[src/rtl/ecc_scrub_ctrl_if.sv]
// ecc_scrub_ctrl_if: host access port and codeword memory port of the ECC scrub controller
interface ecc_scrub_ctrl_if #(parameter int ADDR_W = 4);
    logic              host_req;
    logic              host_we;
    logic [ADDR_W-1:0] host_addr;
    logic [3:0]        host_wdata;
    logic              host_ack;
    logic [3:0]        host_rdata;
    logic              host_err;
    logic              mem_en;
    logic              mem_we;
    logic [ADDR_W-1:0] mem_addr;
    logic [6:0]        mem_wdata;
    logic [6:0]        mem_rdata;
    modport slave (
        input  host_req, host_we, host_addr, host_wdata, mem_rdata,
        output host_ack, host_rdata, host_err, mem_en, mem_we, mem_addr, mem_wdata
    );
    modport master (
        output host_req, host_we, host_addr, host_wdata, mem_rdata,
        input  host_ack, host_rdata, host_err, mem_en, mem_we, mem_addr, mem_wdata
    );
endinterface

[src/rtl/ecc_scrub_ctrl.sv]
// ecc_scrub_ctrl: Hamming(7,4) host port plus background scrubber sharing one single-port memory.
// Define ECC_HOST_WRITEBACK_EN to write corrected codewords back on erroneous host reads.
module ecc_scrub_ctrl #(
    parameter int ADDR_W         = 4,
    parameter int SCRUB_INTERVAL = 256,
    parameter int CNT_W          = 8
) (
    input  logic             clk,
    input  logic             rst_n,
    input  logic             scrub_en,
    input  logic             err_clr,
    ecc_scrub_ctrl_if.slave  bus,
    output logic [CNT_W-1:0] err_count,
    output logic             busy
);
    localparam int TW = (SCRUB_INTERVAL > 2) ? $clog2(SCRUB_INTERVAL) : 1;

    typedef enum logic [2:0] {
        IDLE, H_WR, H_RD, H_RDCHK, S_RD, S_CHK, S_WB
`ifdef ECC_HOST_WRITEBACK_EN
        , H_WB
`endif
    } state_t;

    state_t            r_state;
    logic [ADDR_W-1:0] r_ptr;
    logic [TW-1:0]     r_tmr;
    logic              r_pend;
    logic              r_last_scrub;

    logic [2:0] w_syn;
    logic [6:0] w_fix;
    logic       w_err;
    logic       w_host;
    logic       w_gnt_s;
    logic       w_wrap;
    logic       w_inc;
    logic [6:0] w_enc;

    assign w_syn   = {bus.mem_rdata[3] ^ bus.mem_rdata[4] ^ bus.mem_rdata[5] ^ bus.mem_rdata[6],
                      bus.mem_rdata[1] ^ bus.mem_rdata[2] ^ bus.mem_rdata[5] ^ bus.mem_rdata[6],
                      bus.mem_rdata[0] ^ bus.mem_rdata[2] ^ bus.mem_rdata[4] ^ bus.mem_rdata[6]};
    assign w_err   = |w_syn;
    assign w_fix   = w_err ? bus.mem_rdata ^ (7'd1 << (w_syn - 3'd1)) : bus.mem_rdata;
    assign w_enc   = {bus.host_wdata[3], bus.host_wdata[2], bus.host_wdata[1],
                      bus.host_wdata[3] ^ bus.host_wdata[2] ^ bus.host_wdata[1],
                      bus.host_wdata[0],
                      bus.host_wdata[3] ^ bus.host_wdata[2] ^ bus.host_wdata[0],
                      bus.host_wdata[3] ^ bus.host_wdata[1] ^ bus.host_wdata[0]};
    // a request seen during its own ack cycle is the access just completed, not a new one
    assign w_host  = bus.host_req & ~bus.host_ack;
    assign w_gnt_s = r_pend & (~w_host | ~r_last_scrub);
    assign w_wrap  = scrub_en & (r_tmr == TW'(SCRUB_INTERVAL - 1));
    assign w_inc   = (r_state == H_RDCHK && w_err) || r_state == S_WB;

    always_ff @(posedge clk or negedge rst_n) begin
        if (!rst_n) begin
            r_tmr     <= '0;
            r_pend    <= 1'b0;
            err_count <= '0;
        end else begin
            r_tmr     <= scrub_en ? (w_wrap ? '0 : r_tmr + 1'b1) : '0;
            r_pend    <= w_wrap | (r_pend & ~(r_state == IDLE && w_gnt_s));
            err_count <= err_clr ? '0 : (w_inc && !(&err_count)) ? err_count + 1'b1 : err_count;
        end
    end

    always_ff @(posedge clk or negedge rst_n) begin
        if (!rst_n) begin
            r_state        <= IDLE;
            r_ptr          <= '0;
            r_last_scrub   <= 1'b1;
            busy           <= 1'b0;
            bus.host_ack   <= 1'b0;
            bus.host_rdata <= '0;
            bus.host_err   <= 1'b0;
            bus.mem_en     <= 1'b0;
            bus.mem_we     <= 1'b0;
            bus.mem_addr   <= '0;
            bus.mem_wdata  <= '0;
        end else begin
            bus.host_ack <= 1'b0;
            bus.mem_en   <= 1'b0;
            bus.mem_we   <= 1'b0;
            case (r_state)
                IDLE: begin
                    if (w_gnt_s) begin
                        r_state      <= S_RD;
                        r_last_scrub <= 1'b1;
                        busy         <= 1'b1;
                        bus.mem_en   <= 1'b1;
                        bus.mem_addr <= r_ptr;
                    end else if (w_host) begin
                        r_state       <= bus.host_we ? H_WR : H_RD;
                        r_last_scrub  <= 1'b0;
                        busy          <= 1'b1;
                        bus.mem_en    <= 1'b1;
                        bus.mem_we    <= bus.host_we;
                        bus.mem_addr  <= bus.host_addr;
                        bus.mem_wdata <= w_enc;
                        bus.host_ack  <= bus.host_we;
                    end
                end
                H_RD: r_state <= H_RDCHK;
                H_RDCHK: begin
                    bus.host_ack   <= 1'b1;
                    bus.host_rdata <= {w_fix[6:4], w_fix[2]};
                    bus.host_err   <= w_err;
`ifdef ECC_HOST_WRITEBACK_EN
                    r_state       <= w_err ? H_WB : IDLE;
                    busy          <= w_err;
                    bus.mem_en    <= w_err;
                    bus.mem_we    <= w_err;
                    bus.mem_wdata <= w_fix;
`else
                    r_state <= IDLE;
                    busy    <= 1'b0;
`endif
                end
                S_RD: r_state <= S_CHK;
                S_CHK: begin
                    r_state       <= w_err ? S_WB : IDLE;
                    busy          <= w_err;
                    bus.mem_en    <= w_err;
                    bus.mem_we    <= w_err;
                    bus.mem_wdata <= w_fix;
                    r_ptr         <= w_err ? r_ptr : r_ptr + 1'b1;
                end
                S_WB: begin
                    r_state <= IDLE;
                    busy    <= 1'b0;
                    r_ptr   <= r_ptr + 1'b1;
                end
                default: begin
                    r_state <= IDLE;
                    busy    <= 1'b0;
                end
            endcase
        end
    end
endmodule

[src/flat_wrapper.sv]
// flat-port wrapper written by rule: the top's interface ports become plain ports
module ecc_scrub_ctrl_flat 
#(
    parameter int ADDR_W         = 4,
    parameter int SCRUB_INTERVAL = 256,
    parameter int CNT_W          = 8
)
  (clk, rst_n, scrub_en, err_clr, err_count, busy, bus_host_req, bus_host_we, bus_host_addr, bus_host_wdata, bus_mem_rdata, bus_host_ack, bus_host_rdata, bus_host_err, bus_mem_en, bus_mem_we, bus_mem_addr, bus_mem_wdata);
  ecc_scrub_ctrl_if #(.ADDR_W(ADDR_W)) bus_i ();
  input  logic clk;
  input  logic rst_n;
  input  logic scrub_en;
  input  logic err_clr;
  output logic [CNT_W-1:0] err_count;
  output logic busy;
  input wire logic [$bits(bus_i.host_req)-1:0] bus_host_req;
  input wire logic [$bits(bus_i.host_we)-1:0] bus_host_we;
  input wire logic [$bits(bus_i.host_addr)-1:0] bus_host_addr;
  input wire logic [$bits(bus_i.host_wdata)-1:0] bus_host_wdata;
  input wire logic [$bits(bus_i.mem_rdata)-1:0] bus_mem_rdata;
  output wire logic [$bits(bus_i.host_ack)-1:0] bus_host_ack;
  output wire logic [$bits(bus_i.host_rdata)-1:0] bus_host_rdata;
  output wire logic [$bits(bus_i.host_err)-1:0] bus_host_err;
  output wire logic [$bits(bus_i.mem_en)-1:0] bus_mem_en;
  output wire logic [$bits(bus_i.mem_we)-1:0] bus_mem_we;
  output wire logic [$bits(bus_i.mem_addr)-1:0] bus_mem_addr;
  output wire logic [$bits(bus_i.mem_wdata)-1:0] bus_mem_wdata;
  assign bus_i.host_req = bus_host_req;
  assign bus_i.host_we = bus_host_we;
  assign bus_i.host_addr = bus_host_addr;
  assign bus_i.host_wdata = bus_host_wdata;
  assign bus_i.mem_rdata = bus_mem_rdata;
  assign bus_host_ack = bus_i.host_ack;
  assign bus_host_rdata = bus_i.host_rdata;
  assign bus_host_err = bus_i.host_err;
  assign bus_mem_en = bus_i.mem_en;
  assign bus_mem_we = bus_i.mem_we;
  assign bus_mem_addr = bus_i.mem_addr;
  assign bus_mem_wdata = bus_i.mem_wdata;
  ecc_scrub_ctrl #(.ADDR_W(ADDR_W), .SCRUB_INTERVAL(SCRUB_INTERVAL), .CNT_W(CNT_W)) u_core (.clk(clk), .rst_n(rst_n), .scrub_en(scrub_en), .err_clr(err_clr), .bus(bus_i), .err_count(err_count), .busy(busy));
endmodule
[config.mk]
export PLATFORM = sky130hd
export DESIGN_NAME = ecc_scrub_ctrl_flat
export DESIGN_NICKNAME = d
export VERILOG_FILES = /design/src/rtl/ecc_scrub_ctrl_if.sv /design/src/rtl/ecc_scrub_ctrl.sv /design/src/flat_wrapper.sv
export SDC_FILE = /design/constraint.sdc
export NUM_CORES = 1
export LEC_CHECK = 0
export BUFFER_PORTS_ARGS = -buffer_cell sky130_fd_sc_hd__buf_2
export CORE_MARGIN = 2
export CORE_UTILIZATION = 40
export DETAILED_ROUTE_END_ITERATION = 8
export GPL_TIMING_DRIVEN = 0
export PLACE_DENSITY_LB_ADDON = 0.05
export RECOVER_POWER = 100
export SETUP_SLACK_MARGIN = 0.02
export SYNTH_ARGS = -nofsm -noshare
export SYNTH_HDL_FRONTEND = slang
export SYNTH_SLANG_ARGS = --single-unit
[constraint.sdc]
create_clock -name clk -period 2.2 [get_ports clk]
set_input_delay 0.22 -clock clk [delete_from_list [all_inputs] [get_ports clk]]
set_output_delay 0.22 -clock clk [all_outputs]
set_load 0.01 [all_outputs]
# Word level (Yosys, flattened, before mapping)
# Cells that the tools add are included.
[op_classes]
add_sub_neg = 4
mul = 0
div_mod_pow = 0
order_cmp = 0
eq_ne = 10
shifts = 1
mux = 29
bitwise = 26
n_reduce_logical = 17
[op_table]
columns = ["operator", "n"]
rows = [
  ["$mux 8", 4],
  ["$mux 7", 3],
  ["$add 8x1->8 const B", 2],
  ["$pmux 7 s2", 1],
  ["$xor 1x1->1", 14],
  ["$mux 4", 3],
  ["$pmux 3 s4", 1],
  ["$eq 3x3->1 const B", 3],
  ["$mux 3", 3],
  ["$eq 8x8->1 const B", 1],
  ["$mux 1", 8],
  ["$pmux 4 s2", 1],
  ["$reduce_and 8->1", 1],
  ["$reduce_bool 2->1", 4],
  ["$shl 1x3->7 const A", 1],
  ["$xor 7x7->7", 1],
  ["$eq 3x2->1 const B", 2],
  ["$pmux 1 s2", 3],
  ["$reduce_and 2->1", 3],
  ["$not 1->1", 5],
  ["$add 4x1->4 const B", 1],
  ["$and 1x1->1", 4],
  ["$ne 2x2->1 const B", 2],
  ["$logic_and 1x1->1", 3],
  ["other kinds (12)", 13],
]
[totals]
register_bits = 45
latchBits = 0
mem_bits_rw = 0
mem_bits_ro = 0
inputBits = 21
out_inout_bits = 28
wordCells = 101
memories = 0

# Depth between registers and ports, before layout
[logic_depth]
ltp_word = 9
depth_mapped = 9
ltp_nobuf = 9

# Worst setup path before layout
# No wires, ideal clock.
[synth_timing]
path_kind = "input port to flip-flop"
start = "input bus_mem_rdata[1]"
end = "register u_core.err_count[7]"
setup_ns = 0.132
t_arrival_ns = 2.031
required_ns = 2.068
path_slack_ns = 0.037
path_stages = 8
n_path_buf = 0
path_cell_list = "xnor2_1 -> o21ai_0 -> ha_1 -> or3b_4 -> a211oi_2 -> nand3_1 -> nor3b_1 -> nor3_1"
[synth_via]
elab_chain_len = 8
[synth_lines]
columns = ["item", "line", "text"]
rows = [
  ["start, declared", "flat_wrapper.sv:20", "input wire logic [$bits(bus_i.mem_rdata)-1:0] bus_mem_rdata;"],
  ["$xor 1x1->1 (3 in series)", "ecc_scrub_ctrl.sv:41", "bus.mem_rdata[1] ^ bus.mem_rdata[2] ^ bus.mem_rdata[5] ^ bus.mem_rdata[6],"],
  ["$reduce_or 3->1", "ecc_scrub_ctrl.sv:43", "assign w_err = |w_syn;"],
  ["$logic_and 1x1->1", "ecc_scrub_ctrl.sv:54", "assign w_inc = (r_state == H_RDCHK && w_err) || r_state == S_WB;"],
  ["$logic_or 1x1->1", "ecc_scrub_ctrl.sv:54", ""],
  ["$logic_and 1x1->1", "ecc_scrub_ctrl.sv:64", "err_count <= err_clr ? '0 : (w_inc && !(&err_count)) ? err_count + 1'b1 : err_count;"],
  ["$reduce_bool 2->1 (no source line)", "--", ""],
  ["end signal, assigned", "ecc_scrub_ctrl.sv:64", ""],
  ["end, declared", "ecc_scrub_ctrl.sv:13", "output logic [CNT_W-1:0] err_count,"],
]
# Every way passes these cells.
# A chain may end at the register's enable or synchronous reset.

# Worst setup path after layout
# Ends and elaborated chain as after synthesis.

==> flow_metrics.tcl <==
set metrics [dict create \
    fillers 579 \
    final-seq-area_mm2 0.001127 \
    multi_input_area_mm2 0.001192 \
    synth_area_mm2 0.002361 \
    cts_buffers 5 \
    syn_inst 238 \
    tightest_slew_ns 1.139 \
    synthSimpleGateAreaFrac_pct 16.64 \
    yosys_warnings 0 \
    die_area_mm2 0.006533 \
    period_needed_ns 2.023 \
    port_buffers 47 \
    synthXorXnorAreaFrac_pct 11.87 \
    grt_usage_pct 16.21 \
    synth_top_family_by_area "simple AND/OR/NAND/NOR gates" \
    clkTransAtPathRegs_ns 0.08 \
    worst_ep_required_time_ns 2.37 \
    setup_viol 0 \
    dp_hpwl_um 3568 \
    area_growth_pct 16.85 \
    setup_tns_ns 0 \
    powerDensity_mw_per_mm2 1082 \
    dr.pass1.iters 4 \
    drv_slew 0 \
    peakVddDrop_v 0.0004881 \
    critPathKind "primary input to register" \
    max_slew_margin_pct 24.03 \
    run_status "finished clean" \
    cts_tree "built" \
    grt_pass1_vias 1796 \
    start_util_pct 42.10 \
    p_leak_nw 1.218 \
    die_h_um 80.83 \
    synth_compound_area_share_pct 12.14 \
    critical_path_arrival_ns 2.19 \
    max_clock_freq_mhz 494.3 \
    remaining_drc_errors 0 \
    wl_per_cell_um 13.14 \
    start_kind "primary input" \
    gr-total-overflow 0 \
    fin_nets 318 \
    endpoint_kind "register" \
    cts-root-buf "clkbuf_8" \
    globalplace.congestion 0.8508 \
    yosysUniqueCellTypes 38 \
    power_mw 2.986 \
    holdCritPathClass "primary input to async pin" \
    hold_viol 0 \
    antenna_left 0 \
    antenna_found_initial 0 \
    cts_hold_buf 0 \
    cts_num_sinks 45 \
    fin_area_mm2 0.002759 \
    place_area_mm2 0.002686 \
    io-pin-count 49 \
    clockBufferDepth 2 \
    viasPerCell 5.022 \
    insertion_delay_ns 0.29 \
    via_count 1833 \
    drive_above_1_share_pct 12.63 \
    ys_ff_latch 45 \
    rows 27 \
    cap_viol_max_count 0 \
    postSynthAreaPerCell_um2 9.920 \
    synth_adder_area_share_pct 2.650 \
    fin_util_pct 49.20 \
    syn_nets 264 \
    path_max_fanout 6 \
    wirelength_um 4795 \
    ys_seq_area_share_pct 47.75 \
    finalCritPeriodShare_pct 91.96 \
    holdWs_ns 0.1393 \
    synthMuxAreaShare_pct 6.836 \
    core_mm2 0.005608 \
    htreeDepth 2 \
    die_x_um 80.83 \
    num_antenna_cells 0 \
    rsz0062_at_grt "no" \
    skew_ns 0.004852 \
    grt_pass1_wl_um 8176 \
    drt_iter0_drc 83 \
    grt_max_degree 46 \
]
==> Yosys cell counts <==
library cell | n | area share [%]
and3_1 | 3 | 0.79
o21ai_1 | 2 | 0.42
buf_1 | 1 | 0.16
a221oi_2 | 1 | 0.64
a21o_1 | 1 | 0.32
nand3_1 | 10 | 2.1
mux2_2 | 1 | 0.48
nor3_1 | 5 | 1.1
xor2_1 | 12 | 4.5
nand4_1 | 2 | 0.53
inv_1 | 5 | 0.79
clkbuf_1 | 4 | 0.64
a311oi_1 | 1 | 0.37
a211oi_1 | 3 | 0.95
ha_1 | 5 | 2.6
dfrtp_1 | 44 | 47
a211oi_2 | 2 | 1.1
o221ai_1 | 1 | 0.37
nor2_1 | 16 | 2.5
nand3b_1 | 1 | 0.32
nor3b_1 | 1 | 0.32
o21ai_0 | 18 | 3.8
a31oi_1 | 2 | 0.53
o22ai_1 | 7 | 1.9
o22ai_2 | 1 | 0.53
nor2b_1 | 3 | 0.79
or3b_4 | 2 | 0.95
xnor2_1 | 20 | 7.4
and2_1 | 2 | 0.53
buf_4 | 1 | 0.32
nor2_2 | 1 | 0.27
or2_2 | 1 | 0.27
nand2_1 | 32 | 5.1
nand2b_1 | 4 | 1.1
buf_2 | 1 | 0.21
mux2i_1 | 15 | 6.4
dfstp_2 | 1 | 1.1
a21oi_1 | 6 | 1.3
==> per-stage QoR <==
stage / std cells / setup slack, ns
final: 365 / 0.1769
after global routing: 365 / 0.04652
after floorplan: 238 / 0.03670
after detailed placement: 357 / -0.4478
after global placement: 357 / -0.3752
after CTS: 365 / 0.02127
==> report_power, final <==
group / switching (mW) / internal (mW)
Clock: 0.271 / 0.284
Combinational: 0.708 / 0.469
Sequential: 0.157 / 1.10
Total: 1.14 / 1.85
==> state kept, by name (all words and copies together) (netlist names) <==
name	flops
u_core.bus.host_ack	1
u_core.bus.host_err	1
u_core.bus.host_rdata	4
u_core.bus.mem_addr	4
u_core.bus.mem_en	1
u_core.bus.mem_wdata	7
u_core.bus.mem_we	1
u_core.busy	1
u_core.err_count	8
u_core.r_last_scrub	1
u_core.r_pend	1
u_core.r_ptr	4
u_core.r_state	3
u_core.r_tmr	8
==> cells in the final DEF (no fill, tap or decap), drive strengths merged <==
cell type | Yosys | layout
a311oi | 1 | 1
or3b | 2 | 2
inv | 5 | 5
nor3 | 5 | 5
a21oi | 6 | 6
or2 | 1 | 1
o22ai | 8 | 8
ha | 5 | 5
dfrtp | 44 | 44
and3 | 3 | 3
a21o | 1 | 1
nor3b | 1 | 1
o221ai | 1 | 1
nand3 | 10 | 10
nand3b | 1 | 1
dfstp | 1 | 1
mux2 | 1 | 1
xnor2 | 20 | 20
a31oi | 2 | 2
a221oi | 1 | 1
buf | 3 | 19
clkinv | 0 | 1
nand4 | 2 | 2
o21ai | 20 | 20
clkbuf | 4 | 42
nor2b | 3 | 3
nand2b | 4 | 4
xor2 | 12 | 12
nor2 | 17 | 17
mux2i | 15 | 15
a211oi | 5 | 5
and2 | 2 | 2
nand2 | 32 | 32
==> path summary, 6_finish.rpt <==
path	startpoint	endpoint	slack [ns]	cells past startpoint
setup / recovery	bus_mem_rdata[1]	u_core.err_count[7]	0.18	9
max in group asynchronous	rst_n	u_core.bus.host_rdata[2]	1.37	1
min in group clk	scrub_en	u_core.r_tmr[1]	0.17	2
setup reg to reg	u_core.r_state[1]	u_core.bus.mem_wdata[6]	0.36	6
hold reg to reg	u_core.bus.mem_addr[2]	u_core.bus.mem_addr[2]	0.48	2
hold / removal	rst_n	u_core.err_count[7]	0.14	1
==> per-layer routing <==
metal / vias to the layer above / global-route usage (%) / wire length, um / part of all wire (%)
met5: - / 0 / 0 / 0
met4: 0 / 4.576 / 34 / 0.71
met3: 4 / 3.889 / 195 / 4.1
met2: 37 / 26.61 / 2270 / 47
met1: 863 / 21.38 / 2294 / 48
li1: 929 / - / - / -
==> layout make-up <==
| class | count | area share, % |
|---|---|---|
| sequential | 45 | 40.86 |
| multi-input combinational | 181 | 43.22 |
| clock inverter | 1 | 0.1814 |
| tap | 72 | 3.265 |
| clock buffer | 7 | 3.492 |
| timing repair buffer | 47 | 7.211 |
| inverter | 5 | 0.6803 |
| buffer | 7 | 1.088 |
==> critical path, stage by stage <==
cell and delay (ns):
clkbuf_1 0.12, xnor2_2 0.29, o21ai_0 0.20, ha_2 0.26, or3b_4 0.44, a211oi_4 0.29, nand3_1 0.12, nor3b_1 0.20
nor3_1 0.06
==> repair_timing <==
| action | in CTS | in global routing |
|---|---|---|
| buffers inserted | 0 | 0 |
| pin swaps | 0 | 1 |
| cloned | 0 | 0 |
| gates resized for setup | 1 | 2 |
| endpoints found under the setup margin | 2 | 6 |
==> cell families (layout without fill, tap and decap cells) <==
logic type               count (synthesis)  count (layout)
AND/OR/NAND/NOR                         83              83
AO/OA/AOI/OAI                           45              45
multiplexers                            16              16
XOR/XNOR                                32              32
buffers and inverters                   12              67
flip-flops                              45              45
adder cells (fa/ha/maj)                  5               5
(Power assumes the default switching activity.)
